`config.mk`:
```
export PLATFORM = sky130hd
export DESIGN_NAME = vc_plane_scheduler_flat
export DESIGN_NICKNAME = d
export VERILOG_FILES = /design/src/rtl/vc_plane_scheduler_if.sv /design/src/rtl/vc_plane_scheduler.sv /design/src/flat_wrapper.sv
export SDC_FILE = /design/constraint.sdc
export NUM_CORES = 1
export LEC_CHECK = 0
export BUFFER_PORTS_ARGS = -buffer_cell sky130_fd_sc_hd__buf_2
export CORE_AREA = 2 2 39 41
export CTS_BUF_LIST = sky130_fd_sc_hd__clkbuf_4 sky130_fd_sc_hd__clkbuf_8
export DETAILED_ROUTE_END_ITERATION = 8
export DIE_AREA = 0 0 41 43
export PLACE_DENSITY = 0.78
export SETUP_SLACK_MARGIN = 0.15
export SLEW_MARGIN = 20
export SYNTH_ARGS = -nofsm -noshare
export SYNTH_HDL_FRONTEND = slang
export SYNTH_SLANG_ARGS = --single-unit
export TNS_END_PERCENT = 5
```
`constraint.sdc`:
```
create_clock -name clk -period 2.7 [get_ports clk]
set_input_delay 0.81 -clock clk [delete_from_list [all_inputs] [get_ports clk]]
set_output_delay 0.81 -clock clk [all_outputs]
set_load 0.005 [all_outputs]
```
`src/rtl/vc_plane_scheduler_if.sv`:
```
// vc_plane_scheduler_if
// Purpose : bundles the VC-plane request side and the switch handshake of the
//           VC plane scheduler.
// Signals : vcRequest/vcTail  - per-plane flit-pending and tail flags
//           switchReady       - switch accepts the presented flit
//           VCPlaneSelector   - binary index of the active plane (VC+1 bits)
//           vcGrant           - one-hot owner of the switch
//           vcReady           - switchReady routed to the owning plane
//           switchValid       - flit presented to the switch
//           schedulerBusy     - a packet is locked
// Modports: master = scheduler side, slave = planes/switch side.
interface vc_plane_scheduler_if #(
  parameter int unsigned VC = 4
);
  logic [VC-1:0] vcRequest;
  logic [VC-1:0] vcTail;
  logic          switchReady;
  logic [VC:0]   VCPlaneSelector;
  logic [VC-1:0] vcGrant;
  logic [VC-1:0] vcReady;
  logic          switchValid;
  logic          schedulerBusy;

  modport master (
    input  vcRequest, vcTail, switchReady,
    output VCPlaneSelector, vcGrant, vcReady, switchValid, schedulerBusy
  );

  modport slave (
    output vcRequest, vcTail, switchReady,
    input  VCPlaneSelector, vcGrant, vcReady, switchValid, schedulerBusy
  );
endinterface

```
`src/rtl/vc_plane_scheduler.sv`:
```
// vc_plane_scheduler
// Purpose : round-robin arbitration among VC planes with a pending flit; the
//           winner owns the switch from head to tail (wormhole lock). Drives
//           the plane index to the switch-control mux and the flit valid to
//           the switch, and routes switchReady back to the owning plane only.
// Ports   : clk, rst (synchronous, active-high)
//           bus (vc_plane_scheduler_if.master) - request/handshake bundle
//           packetCountVC - per-VC completed-packet counters, present only
//                           when VC_PACKET_COUNT_EN is defined
// Options : `define VC_PACKET_COUNT_EN adds saturating per-VC tail-fire
//           counters of COUNT_WIDTH bits each.
module vc_plane_scheduler #(
  parameter int unsigned VC          = 4,
  parameter int unsigned COUNT_WIDTH = 16
) (
  input  logic                          clk,
  input  logic                          rst,
  vc_plane_scheduler_if.master          bus
`ifdef VC_PACKET_COUNT_EN
  ,
  output logic [VC*COUNT_WIDTH-1:0]     packetCountVC
`endif
);

  localparam int unsigned IDX_W     = (VC > 1) ? $clog2(VC) : 1;
  localparam int unsigned SEL_OUT_W = VC + 1;

  typedef enum logic {
    IDLE   = 1'b0,
    LOCKED = 1'b1
  } state_e;

  state_e            state_q, state_d;
  logic [IDX_W-1:0]  sel_q, sel_d;
  logic [IDX_W-1:0]  rr_q, rr_d;
  logic [VC-1:0]     grant_q, grant_d;

  logic [IDX_W-1:0]  winner;
  logic              winner_found;
  logic [IDX_W-1:0]  scan_idx;
  logic              fire;
  logic              tail_fire;

  // First requesting plane scanning upward from rr_q with wrap.
  always_comb begin
    winner       = rr_q;
    winner_found = 1'b0;
    scan_idx     = '0;
    for (int unsigned off = 0; off < VC; off++) begin
      scan_idx = IDX_W'((32'(rr_q) + off) % VC);
      if (!winner_found && bus.vcRequest[scan_idx]) begin
        winner       = scan_idx;
        winner_found = 1'b1;
      end
    end
  end

  // Handshake outputs follow the locked plane combinationally.
  always_comb begin
    bus.vcReady     = '0;
    bus.switchValid = 1'b0;
    if (state_q == LOCKED) begin
      bus.vcReady[sel_q] = bus.switchReady;
      bus.switchValid    = bus.vcRequest[sel_q];
    end
  end

  assign fire      = bus.switchValid & bus.switchReady;
  assign tail_fire = fire & bus.vcTail[sel_q];

  // Next-state logic; the selector holds across IDLE so the mux stays stable.
  always_comb begin
    state_d = state_q;
    sel_d   = sel_q;
    rr_d    = rr_q;
    grant_d = grant_q;
    case (state_q)
      IDLE: begin
        if (winner_found) begin
          state_d = LOCKED;
          sel_d   = winner;
          grant_d = VC'(1) << winner;
        end
      end
      LOCKED: begin
        if (tail_fire) begin
          state_d = IDLE;
          grant_d = '0;
          rr_d    = (sel_q == IDX_W'(VC - 1)) ? '0 : sel_q + IDX_W'(1);
        end
      end
      default: begin
        state_d = IDLE;
        grant_d = '0;
      end
    endcase
  end

  always_ff @(posedge clk) begin
    if (rst) begin
      state_q <= IDLE;
      sel_q   <= '0;
      rr_q    <= '0;
      grant_q <= '0;
    end else begin
      state_q <= state_d;
      sel_q   <= sel_d;
      rr_q    <= rr_d;
      grant_q <= grant_d;
    end
  end

  assign bus.VCPlaneSelector = SEL_OUT_W'(sel_q);
  assign bus.vcGrant         = grant_q;
  assign bus.schedulerBusy   = (state_q == LOCKED);

`ifdef VC_PACKET_COUNT_EN
  logic [COUNT_WIDTH-1:0] cnt_q [VC];
  logic [COUNT_WIDTH-1:0] cnt_d [VC];

  // Saturating count of completed packets per plane.
  always_comb begin
    cnt_d = cnt_q;
    if (tail_fire && (cnt_q[sel_q] != '1)) begin
      cnt_d[sel_q] = cnt_q[sel_q] + COUNT_WIDTH'(1);
    end
  end

  always_ff @(posedge clk) begin
    if (rst) begin
      for (int unsigned i = 0; i < VC; i++) begin
        cnt_q[i] <= '0;
      end
    end else begin
      cnt_q <= cnt_d;
    end
  end

  for (genvar g = 0; g < VC; g++) begin : g_count_out
    assign packetCountVC[g*COUNT_WIDTH +: COUNT_WIDTH] = cnt_q[g];
  end
`else
  // COUNT_WIDTH only sizes the optional counters; this block just anchors it.
  if (COUNT_WIDTH == 0) begin : g_no_count_width
  end
`endif

endmodule
```
`src/flat_wrapper.sv`:
```
// flat-port wrapper written by rule: the top's interface ports become plain ports
module vc_plane_scheduler_flat 
#(
  parameter int unsigned VC          = 4,
  parameter int unsigned COUNT_WIDTH = 16
)
  (clk, rst, bus_vcRequest, bus_vcTail, bus_switchReady, bus_VCPlaneSelector, bus_vcGrant, bus_vcReady, bus_switchValid, bus_schedulerBusy);
  vc_plane_scheduler_if #(.VC(VC)) bus_i ();
  input  logic clk;
  input  logic rst;
  input wire logic [$bits(bus_i.vcRequest)-1:0] bus_vcRequest;
  input wire logic [$bits(bus_i.vcTail)-1:0] bus_vcTail;
  input wire logic [$bits(bus_i.switchReady)-1:0] bus_switchReady;
  output wire logic [$bits(bus_i.VCPlaneSelector)-1:0] bus_VCPlaneSelector;
  output wire logic [$bits(bus_i.vcGrant)-1:0] bus_vcGrant;
  output wire logic [$bits(bus_i.vcReady)-1:0] bus_vcReady;
  output wire logic [$bits(bus_i.switchValid)-1:0] bus_switchValid;
  output wire logic [$bits(bus_i.schedulerBusy)-1:0] bus_schedulerBusy;
  assign bus_i.vcRequest = bus_vcRequest;
  assign bus_i.vcTail = bus_vcTail;
  assign bus_i.switchReady = bus_switchReady;
  assign bus_VCPlaneSelector = bus_i.VCPlaneSelector;
  assign bus_vcGrant = bus_i.vcGrant;
  assign bus_vcReady = bus_i.vcReady;
  assign bus_switchValid = bus_i.switchValid;
  assign bus_schedulerBusy = bus_i.schedulerBusy;
  vc_plane_scheduler #(.VC(VC), .COUNT_WIDTH(COUNT_WIDTH)) u_core (.clk(clk), .rst(rst), .bus(bus_i));
endmodule
```
==> results of run 1 <==
-- per-stage QoR --
step                area (um^2)  total power [mW]  hold WS, ns  cells  setup slack, ns
global route                768             0.358        0.483    112            0.159
floorplan                   626             0.197        0.460     73            0.317
finish                      768             0.338        0.463    112            0.186
CTS                         759             0.340        0.464    112            0.175
detailed placement          732             0.224        0.456    108           0.0957
global placement            732             0.222        0.456    108            0.127
-- power groups by stage --
stage / Combinational, mW / Sequential [mW] / Clock (mW)
finish: 0.0739 / 0.150 / 0.114
global route: 0.0816 / 0.152 / 0.124
CTS: 0.0724 / 0.151 / 0.117
detailed placement: 0.0707 / 0.154 / 0
global placement: 0.0688 / 0.153 / 0
floorplan: 0.0453 / 0.152 / 0
-- repair_timing --
| item | CTS | global route |
|---|---|---|
| resized for setup | 2 | 2 |
| setup endpoints to repair | 1 | 1 |
| hold endpoints to repair | 0 | 0 |
| buffers inserted | 0 | 0 |
-- cells in the mapped netlist --
library cell / instances
a21o_1: 1
buf_4: 3
dfxtp_1: 9
o31a_1: 1
a21oi_1: 10
nand2b_1: 2
and2_2: 1
and3_1: 4
mux2i_1: 1
o221a_2: 1
nand4_4: 1
nand3_1: 4
or3_1: 1
nand2_1: 7
nor2_1: 4
o221ai_1: 1
o32ai_1: 2
ha_1: 4
dlygate4sd1_1: 1
o21ai_0: 2
or2_2: 2
mux4_1: 2
nor2b_1: 3
inv_1: 3
conb_1: 1
-- cells by family after synthesis --
kind of cell,synth area share [%]
other,0.607
adders and majority gates,8.10
AOI/OAI and AO/OA,18.4
buffers and inverters,6.88
muxes,10.1
DFF,29.1
and+or+nand+nor,26.7
-- worst max-delay path, cell delays in order --
cell	delay (ns)
buf_4	0.13
mux4_2	0.48
and2_4	0.18
buf_6	0.10
-- layout make-up --
cell class,count,area [um^2]
multi-input combinational,57,400
clock buffer,4,30.0
fill,147,616
timing repair buffer,23,126
sequential,9,180
tap,16,20.0
inverter,3,11.3
-- worst paths after layout --
check,end,depth (start not counted)
setup / recovery,bus_switchValid,4
hold / removal,u_core.bus.vcGrant[0]$_SDFFE_PP0P_,2
setup reg to reg,u_core.rr_q[1]$_SDFFE_PP0P_,5
hold reg to reg,u_core.bus.vcGrant[0]$_SDFFE_PP0P_,2
-- layer usage --
| layer | GRT usage, % | share of wire [%] | vias up |
|---|---|---|---|
| li1 | - | - | 300 |
| met1 | 21.0 | 42 | 278 |
| met2 | 26.3 | 52 | 16 |
| met3 | 1.57 | 4.5 | 2 |
| met4 | 8.00 | 1.1 | 0 |
| met5 | 0 | 0 | - |
-- state kept, by name, summed over array words and instances, names as in the netlist --
signal,cells
u_core.bus.schedulerBusy,1
u_core.bus.vcGrant,4
u_core.rr_q,2
u_core.sel_q,2
==> flow_metrics.env, run 1 <==
export IMPL_p_sw_mw=0.0934
export IMPL_setup_viol_count_final=0
export IMPL_outcome="completed"
export IMPL_synth_top_area_share_pct=29.1
export IMPL_syn_area_um2=618
export IMPL_num_rows=14
export IMPL_htree_num_levels=1
export IMPL_drive_gt1_share_pct=34.4
export IMPL_tritoncts="yes"
export IMPL_clkSlewWorstSetupHoldPaths_ns=0.06
export IMPL_clock_skew_ns=0.00240
export IMPL_clk_latency_ns=0.26
export IMPL_finalHoldViolations=0
export IMPL_r2r_start="u_core.sel_q[0]$_SDFFE_PP0P_"
export IMPL_grt_pass1_vias=497
export IMPL_wl_mm=1.32
export IMPL_post_drt_wl_per_cell_um=11.8
export IMPL_yosysWarnings=0
export IMPL_power_share_sequential_pct=44.4
export IMPL_drv_cap=0
export IMPL_diodes=0
export IMPL_cts_buffers=3
export IMPL_post_dp_hpwl_mm=1.03
export IMPL_clock_tree_root_cell="clkbuf_4"
export IMPL_cp_startpoint="bus_vcRequest[3]"
export IMPL_start_util_pct=44.7
export IMPL_first_iter_violations=17
export IMPL_syn2layout_area_growth_pct=24.3
export IMPL_num_io_pins=26
export IMPL_clockBufferDepth=2
export IMPL_grt_overflow_total=0
export IMPL_min_period_ns=2.51
export IMPL_comb_power_share_pct=21.8
export IMPL_max_freq_mhz=398
export IMPL_antenna_found_initial=0
export IMPL_p_int_mw=0.245
export IMPL_postSynthCellCount=71
export IMPL_via_per_inst=5.32
export IMPL_cp_required_ns=1.89
export IMPL_cts_sinks=9
export IMPL_chipWidth_um=41
export IMPL_dr_pass1_iters=4
export IMPL_antenna_left=0
export IMPL_die_area_um2=1760
export IMPL_layout_common_cells="20 x buf_2, 10 x a21oi_1, 9 x dfxtp_1"
export IMPL_crit_type="input pin to output port"
export IMPL_startpoint_type="input pin"
export IMPL_cp_arrival_ns=1.70
export IMPL_nets=112
export IMPL_final_common_cell="buf_2"
export IMPL_holdBufCountCts=0
export IMPL_holdCritPathClass="flop to flop"
export IMPL_min_from="u_core.bus.vcGrant[0]$_SDFFE_PP0P_"
export IMPL_yosys_register_bits=9
export IMPL_min_period_over_period_pct=93.1
export IMPL_seq_area_frac_synth_pct=29.1
export IMPL_grt_max_degree=12
export IMPL_synthTopCellsByArea="dfxtp_1 29%, mux4_1 8.5%, a21oi_1 8.1%"
export IMPL_pwr_share_clk_pct=33.7
export IMPL_slew_violations=0
export IMPL_swShare_pct=27.6
export IMPL_die_h_um=43
export IMPL_reg2reg_setup_slack_ns=1.00
export IMPL_vdd_drop_max_v=0.000235
export IMPL_post_synth_cell_area_avg_um2=8.71
export IMPL_synth_cell_types=25
export IMPL_synth_top_area_cell="dfxtp_1"
export IMPL_finalSetupTns_ns=0
export IMPL_crit_fanout=6
export IMPL_io_buffer_count=22
export IMPL_p_leak_nw=0.368
export IMPL_cp_end_kind="output port"
export IMPL_rsz0062_at_grt="no"
export IMPL_drc_errors=0
export IMPL_globalplace_congestion=0.782
export IMPL_core_um2=1380
export IMPL_grt_pass1_wl_mm=2.01
export IMPL_pwr_density_cell_nw_per_um2=441
export IMPL_vias=596
export IMPL_track_usage_pct=16.5
export IMPL_utilization_pct=55.5
Power figures use the tool's default switching activity.
==> inputs of run 2 (changes only) <==
Settings changed: ABC_AREA from default to 1, CORE_AREA 2 2 39 41 to default, CORE_MARGIN from default to 2, CORE_UTILIZATION from default to 50, DIE_AREA 0 0 41 43 to default, PLACE_DENSITY 0.78 to 0.77.
==> run 2 against run 1 <==
Total power rose by 58%. Critical path depth rose by 2. Critical endpoint unchanged. Wire length rose by 69%.
==> flow_metrics.env, run 2 <==
export IMPL_cpLargestDelayFamily="compound AO/OA/AOI/OAI gates"
export IMPL_clk_latency_ns=0.25
export IMPL_met2_usage_pct=38.9
export IMPL_crit_chain="buf_2 > inv_1 > a21oi_1 > o21ai_0 > a21oi_1 > buf_2"
export IMPL_vias=1041
export IMPL_final_common_cell="nand2_1"
export IMPL_holdCritPathClass="flop to flop"
export IMPL_outcome="completed"
export IMPL_p_int_mw=0.305
export IMPL_cts_buffers=3
export IMPL_die_area_um2=2240
export IMPL_grt_pass1_wl_mm=3.84
export IMPL_io_buffer_count=22
export IMPL_cp_end_kind="output port"
export IMPL_track_usage_pct=23.4
export IMPL_use_met1_pct=32.9
export IMPL_grt_overflow_total=0
export IMPL_via_per_inst=4.93
export IMPL_syn2layout_area_growth_pct=14.3
export IMPL_post_drt_wl_per_cell_um=10.6
export IMPL_num_rows=15
export IMPL_post_dp_hpwl_mm=1.76
export IMPL_synth_top_area_share_pct=27.2
export IMPL_cts_resized=0
export IMPL_crit_fanout=3
export IMPL_holdBufCountCts=0
export IMPL_cp_arrival_ns=1.50
export IMPL_rsz0062_at_grt="no"
export IMPL_finalHoldViolations=0
export IMPL_tritoncts="yes"
export IMPL_slowest_delay_ns=0.16
export IMPL_power_share_sequential_pct=33.0
export IMPL_synth_cell_types=22
export IMPL_cts_sinks=9
export IMPL_finalSetupTns_ns=0
export IMPL_largest_reg_flops=4
export IMPL_clock_skew_ns=0.00339
export IMPL_max_freq_mhz=434
export IMPL_clock_tree_root_cell="clkbuf_4"
export IMPL_nets=202
export IMPL_p_sw_mw=0.228
export IMPL_drv_cap=0
export IMPL_crit_buf_inv=3
export IMPL_wl_mm=2.23
export IMPL_yosys_register_bits=9
export IMPL_synthMostInstantiatedCell="nand2_1"
export IMPL_post_cts_buffers=0
export IMPL_diodes=0
export IMPL_swShare_pct=42.8
export IMPL_min_period_over_period_pct=85.4
export IMPL_grt_busiest_layer="met2"
export IMPL_pwr_density_cell_nw_per_um2=498
export IMPL_grt_pass1_vias=901
export IMPL_dr_pass1_iters=4
export IMPL_die_h_um=47.3
export IMPL_ys_top_cells_by_count="68 x nand2_1, 20 x nand3_1, 15 x inv_1"
export IMPL_min_period_ns=2.31
export IMPL_drive_gt1_share_pct=23.7
export IMPL_num_io_pins=26
export IMPL_syn_area_um2=938
export IMPL_pwr_share_clk_pct=21.0
export IMPL_setup_viol_count_final=0
export IMPL_clockBufferDepth=2
export IMPL_comb_power_share_pct=46.0
export IMPL_hold_worst_slack_ns=0.477
export IMPL_crit_type="input pin to output port"
export IMPL_slowest_stage="a21oi_1"
export IMPL_post_synth_cell_area_avg_um2=5.72
export IMPL_chipWidth_um=47.3
export IMPL_yosysWarnings=0
export IMPL_synth_edf_count=0
export IMPL_synth_top_area_cell="nand2_1"
export IMPL_p_leak_nw=0.591
export IMPL_antenna_found_initial=0
export IMPL_slew_violations=0
export IMPL_layout_common_cells="68 x nand2_1, 22 x buf_2, 20 x nand3_1"
export IMPL_postSynthCellCount=164
export IMPL_startpoint_type="input pin"
export IMPL_grt_max_degree=14
export IMPL_core_um2=1750
export IMPL_synthFlopType="dfxtp_1"
export IMPL_vdd_drop_max_v=0.000381
export IMPL_clkSlewWorstSetupHoldPaths_ns=0.06
export IMPL_synthArstFlopShare_pct=0
export IMPL_cp_required_ns=1.89
export IMPL_use_met3_pct=1.54
export IMPL_drc_errors=0
export IMPL_antenna_left=0
export IMPL_first_iter_violations=26
export IMPL_start_util_pct=53.8
export IMPL_htree_num_levels=1
export IMPL_synthTopCellsByArea="nand2_1 27%, dfxtp_1 19%, nand3_1 11%"
export IMPL_seq_area_frac_synth_pct=19.2
export IMPL_globalplace_congestion=0.895
==> run 2: cell count changes after synthesis, moves of 4 or more <==
cell / before / now
nand2_1: 7 / 68
inv_1: 3 / 15
a21oi_2: 0 / 4
nand2_2: 0 / 4
and3_1: 4 / 0
nand3_1: 4 / 20
==> run 2: worst register-to-register path, delay by kind of cell, from the launching register on <==
kind,cells,cell delay [ns]
flip-flops,1,0.51
AO/OA/AOI/OAI,1,0.12
AND/OR/NAND/NOR,11,1.04
buffers and inverters,1,0.22
==> run 2: worst paths after layout <==
path / startpoint / slack (ns) / to / cells past startpoint
max reg2reg: u_core.rr_q[0]$_SDFFE_PP0P_ / 0.75 / u_core.bus.vcGrant[2]$_SDFFE_PP0P_ / 13
min: u_core.bus.vcGrant[3]$_SDFFE_PP0P_ / 0.48 / u_core.bus.vcGrant[3]$_SDFFE_PP0P_ / 2
min reg2reg: u_core.bus.vcGrant[3]$_SDFFE_PP0P_ / 0.48 / u_core.bus.vcGrant[3]$_SDFFE_PP0P_ / 2
max: bus_vcRequest[1] / 0.39 / bus_switchValid / 6
==> run 2: through the flow <==
stage / util (%) / instances / cell area, um^2 / worst slack, ns / total power [mW]
floorplan: - / 166 / 946 / 0.662 / 0.360
global placement: 59.7 / 207 / 1040 / 0.412 / 0.416
detailed placement: 59.7 / 207 / 1040 / 0.388 / 0.423
CTS: 61.4 / 211 / 1070 / 0.381 / 0.537
global route: 61.4 / 211 / 1070 / 0.270 / 0.582
finish: 61.4 / 211 / 1070 / 0.394 / 0.534
==> run 2: final cells by class <==
cell class / instances / area [um^2]
Clock buffer: 4 / 30.0
Fill cell: 168 / 673
Inverter: 18 / 70.1
Tap cell: 25 / 31.3
Timing Repair Buffer: 23 / 118
Sequential cell: 9 / 180
Multi-Input combinational cell: 132 / 643
==> run 2: kinds of logic (layout without fill, tap and decap cells) <==
| logic type | after synthesis | after routing | share of synthesized area, % |
|---|---|---|---|
| adders and majority gates | 4 | 4 | 5.33 |
| DFF | 9 | 9 | 19.2 |
| other | 1 | 3 | 0.400 |
| buffers and inverters | 25 | 45 | 13.1 |
| and+or+nand+nor | 107 | 107 | 50.4 |
| AOI/OAI and AO/OA | 18 | 18 | 11.6 |
==> run 2: power by group through the flow <==
stage | logic [mW] | registers [mW] | clock network [mW]
2_1_floorplan | 0.189 | 0.171 | 0
4_1_cts | 0.246 | 0.176 | 0.115
6_report | 0.246 | 0.176 | 0.112
3_5_place_dp | 0.244 | 0.178 | 0
5_1_grt | 0.283 | 0.179 | 0.119
3_3_place_gp | 0.239 | 0.177 | 0
==> run 2: routing by layer <==
metal / share of wire (%) / routed length, um / vias to the layer above
met2: 49 / 1090 / 29
met3: 3.7 / 82 / 0
met4: 0 / 0 / 0
met5: 0 / 0 / -
li1: - / - / 558
met1: 47 / 1060 / 454
==> inputs of run 3 (changes only) <==
Settings changed: SETUP_SLACK_MARGIN 0.15 to 0.4.
==> run 3 against run 2 <==
Critical path depth stayed put. Clock power hardly changed. First-iteration DRC count is 7.7% higher. Total power is 2.7% higher. Register-to-register slack hardly changed. Non-clock buffer count is 1 higher. Setup slack better by 0.084 ns. Via count is 3.5% higher. Fmax is 3.8% higher. Utilization is 1.4 points higher. Wire length is 2.6% higher. Largest power group unchanged.
==> flow_metrics.env, run 3 (synthesis results as in run 2) <==
export IMPL_pwr_density_cell_nw_per_um2=500
export IMPL_tritoncts="yes"
export IMPL_holdBufCountCts=0
export IMPL_cts_buffers=3
export IMPL_placed_cells=207
export IMPL_final_common_cell="nand2_1"
export IMPL_track_usage_pct=23.5
export IMPL_cp_required_ns=1.89
export IMPL_antenna_left=0
export IMPL_holdCritPathClass="flop to flop"
export IMPL_setup_viol_count_final=0
export IMPL_syn2layout_area_growth_pct=16.9
export IMPL_grt_pass1_wl_mm=3.86
export IMPL_antenna_found_initial=0
export IMPL_final_cells=212
export IMPL_nets=203
export IMPL_drv_cap=0
export IMPL_crit_type="input pin to output port"
export IMPL_via_per_inst=5.08
export IMPL_chipWidth_um=47.3
export IMPL_crit_fanout=3
export IMPL_grt_overflow_total=0
export IMPL_num_io_pins=26
export IMPL_max_freq_mhz=450
export IMPL_outcome="completed"
export IMPL_rsz0062_at_grt="no"
export IMPL_globalplace_congestion=0.895
export IMPL_cts_sinks=9
export IMPL_grt_pass1_vias=907
export IMPL_drc_errors=0
export IMPL_post_dp_hpwl_mm=1.76
export IMPL_slew_violations=0
export IMPL_cp_end_kind="output port"
export IMPL_htree_num_levels=1
export IMPL_clockBufferDepth=2
export IMPL_clkSlewWorstSetupHoldPaths_ns=0.06
export IMPL_num_rows=15
export IMPL_min_period_ns=2.22
export IMPL_dr_pass1_iters=4
export IMPL_finalHoldViolations=0
export IMPL_min_period_over_period_pct=82.3
export IMPL_finalSetupTns_ns=0
export IMPL_die_area_um2=2240
export IMPL_wl_mm=2.29
export IMPL_clock_skew_ns=0.00308
export IMPL_p_leak_nw=0.596
export IMPL_min_path_cells=2
export IMPL_first_iter_violations=28
export IMPL_clock_tree_root_cell="clkbuf_4"
export IMPL_cp_arrival_ns=1.41
export IMPL_die_h_um=47.3
export IMPL_start_util_pct=53.8
export IMPL_post_drt_wl_per_cell_um=10.8
export IMPL_core_um2=1750
export IMPL_grt_max_degree=14
export IMPL_layout_common_cells="68 x nand2_1, 22 x buf_2, 20 x nand3_1"
export IMPL_largest_reg_flops=4
export IMPL_nFillCells=163
export IMPL_utilization_pct=62.9
export IMPL_vdd_drop_max_v=0.000367
export IMPL_startpoint_type="input pin"
export IMPL_vias=1077
export IMPL_diodes=0
export IMPL_io_buffer_count=22
export IMPL_r2r_cells=13
export IMPL_clk_latency_ns=0.26
export IMPL_drive_gt1_share_pct=28.3
-- run 3: changes by cell type in the layout (fill, tap and decap cells not counted), sizes merged --
cell / before / now
buf: 23 / 24
-- run 3: final timing paths --
check | from | to | slack, ns
setup reg to reg | u_core.rr_q[0]$_SDFFE_PP0P_ | u_core.bus.vcGrant[2]$_SDFFE_PP0P_ | 0.76
hold reg to reg | u_core.bus.vcGrant[3]$_SDFFE_PP0P_ | u_core.bus.vcGrant[3]$_SDFFE_PP0P_ | 0.48
hold / removal | u_core.bus.vcGrant[3]$_SDFFE_PP0P_ | u_core.bus.vcGrant[3]$_SDFFE_PP0P_ | 0.48
setup / recovery | bus_vcRequest[2] | bus_switchValid | 0.48
-- run 3: through the flow --
stage          worst slack [ns]  cell area (um^2)  hold WS [ns]  power, mW
2_1_floorplan             0.662               946         0.472      0.360
3_3_place_gp              0.412              1040         0.460      0.416
3_5_place_dp              0.388              1040         0.467      0.423
4_1_cts                   0.417              1070         0.477      0.538
5_1_grt                   0.413              1100         0.497      0.595
6_report                  0.478              1100         0.477      0.548
-- run 3: repair_timing --
| action | 4_1_cts | 5_1_grt |
|---|---|---|
| resized for setup | 1 | 9 |
| buffers inserted | 0 | 1 |
| pin swaps | 0 | 3 |
| cloned | 0 | 0 |
| endpoints found under the setup margin | 1 | 1 |
-- run 3: area by class of cell --
| type | count | area [um^2] | area share [%] |
|---|---|---|---|
| well taps | 25 | 31.3 | 2.85 |
| multi-input cells | 132 | 658 | 60.0 |
| flip-flops and latches | 9 | 183 | 16.6 |
| inverters | 18 | 70.1 | 6.39 |
| repair buffers | 24 | 125 | 11.4 |
| clock buffers | 4 | 30.0 | 2.74 |
-- run 3: critical path: stages --
cell	delay [ns]
buf_2	0.11
inv_2	0.05
a21oi_2	0.10
o21ai_1	0.10
a21oi_2	0.14
buf_2	0.12
-- run 3: where the power goes --
| group | internal, mW | switching (mW) | leakage, nW |
|---|---|---|---|
| Sequential | 0.152 | 0.0277 | 0.0744 |
| Combinational | 0.0932 | 0.163 | 0.503 |
| Clock | 0.0669 | 0.0457 | 0.0184 |
-- run 3: per-layer routing --
| metal | GRT usage, % | routed length (um) | vias to the layer above |
|---|---|---|---|
| met5 | 0 | 0 | - |
| met4 | 5.56 | 19 | 0 |
| met3 | 1.54 | 106 | 4 |
| met2 | 39.5 | 1100 | 37 |
| met1 | 32.6 | 1060 | 478 |
| li1 | - | - | 558 |
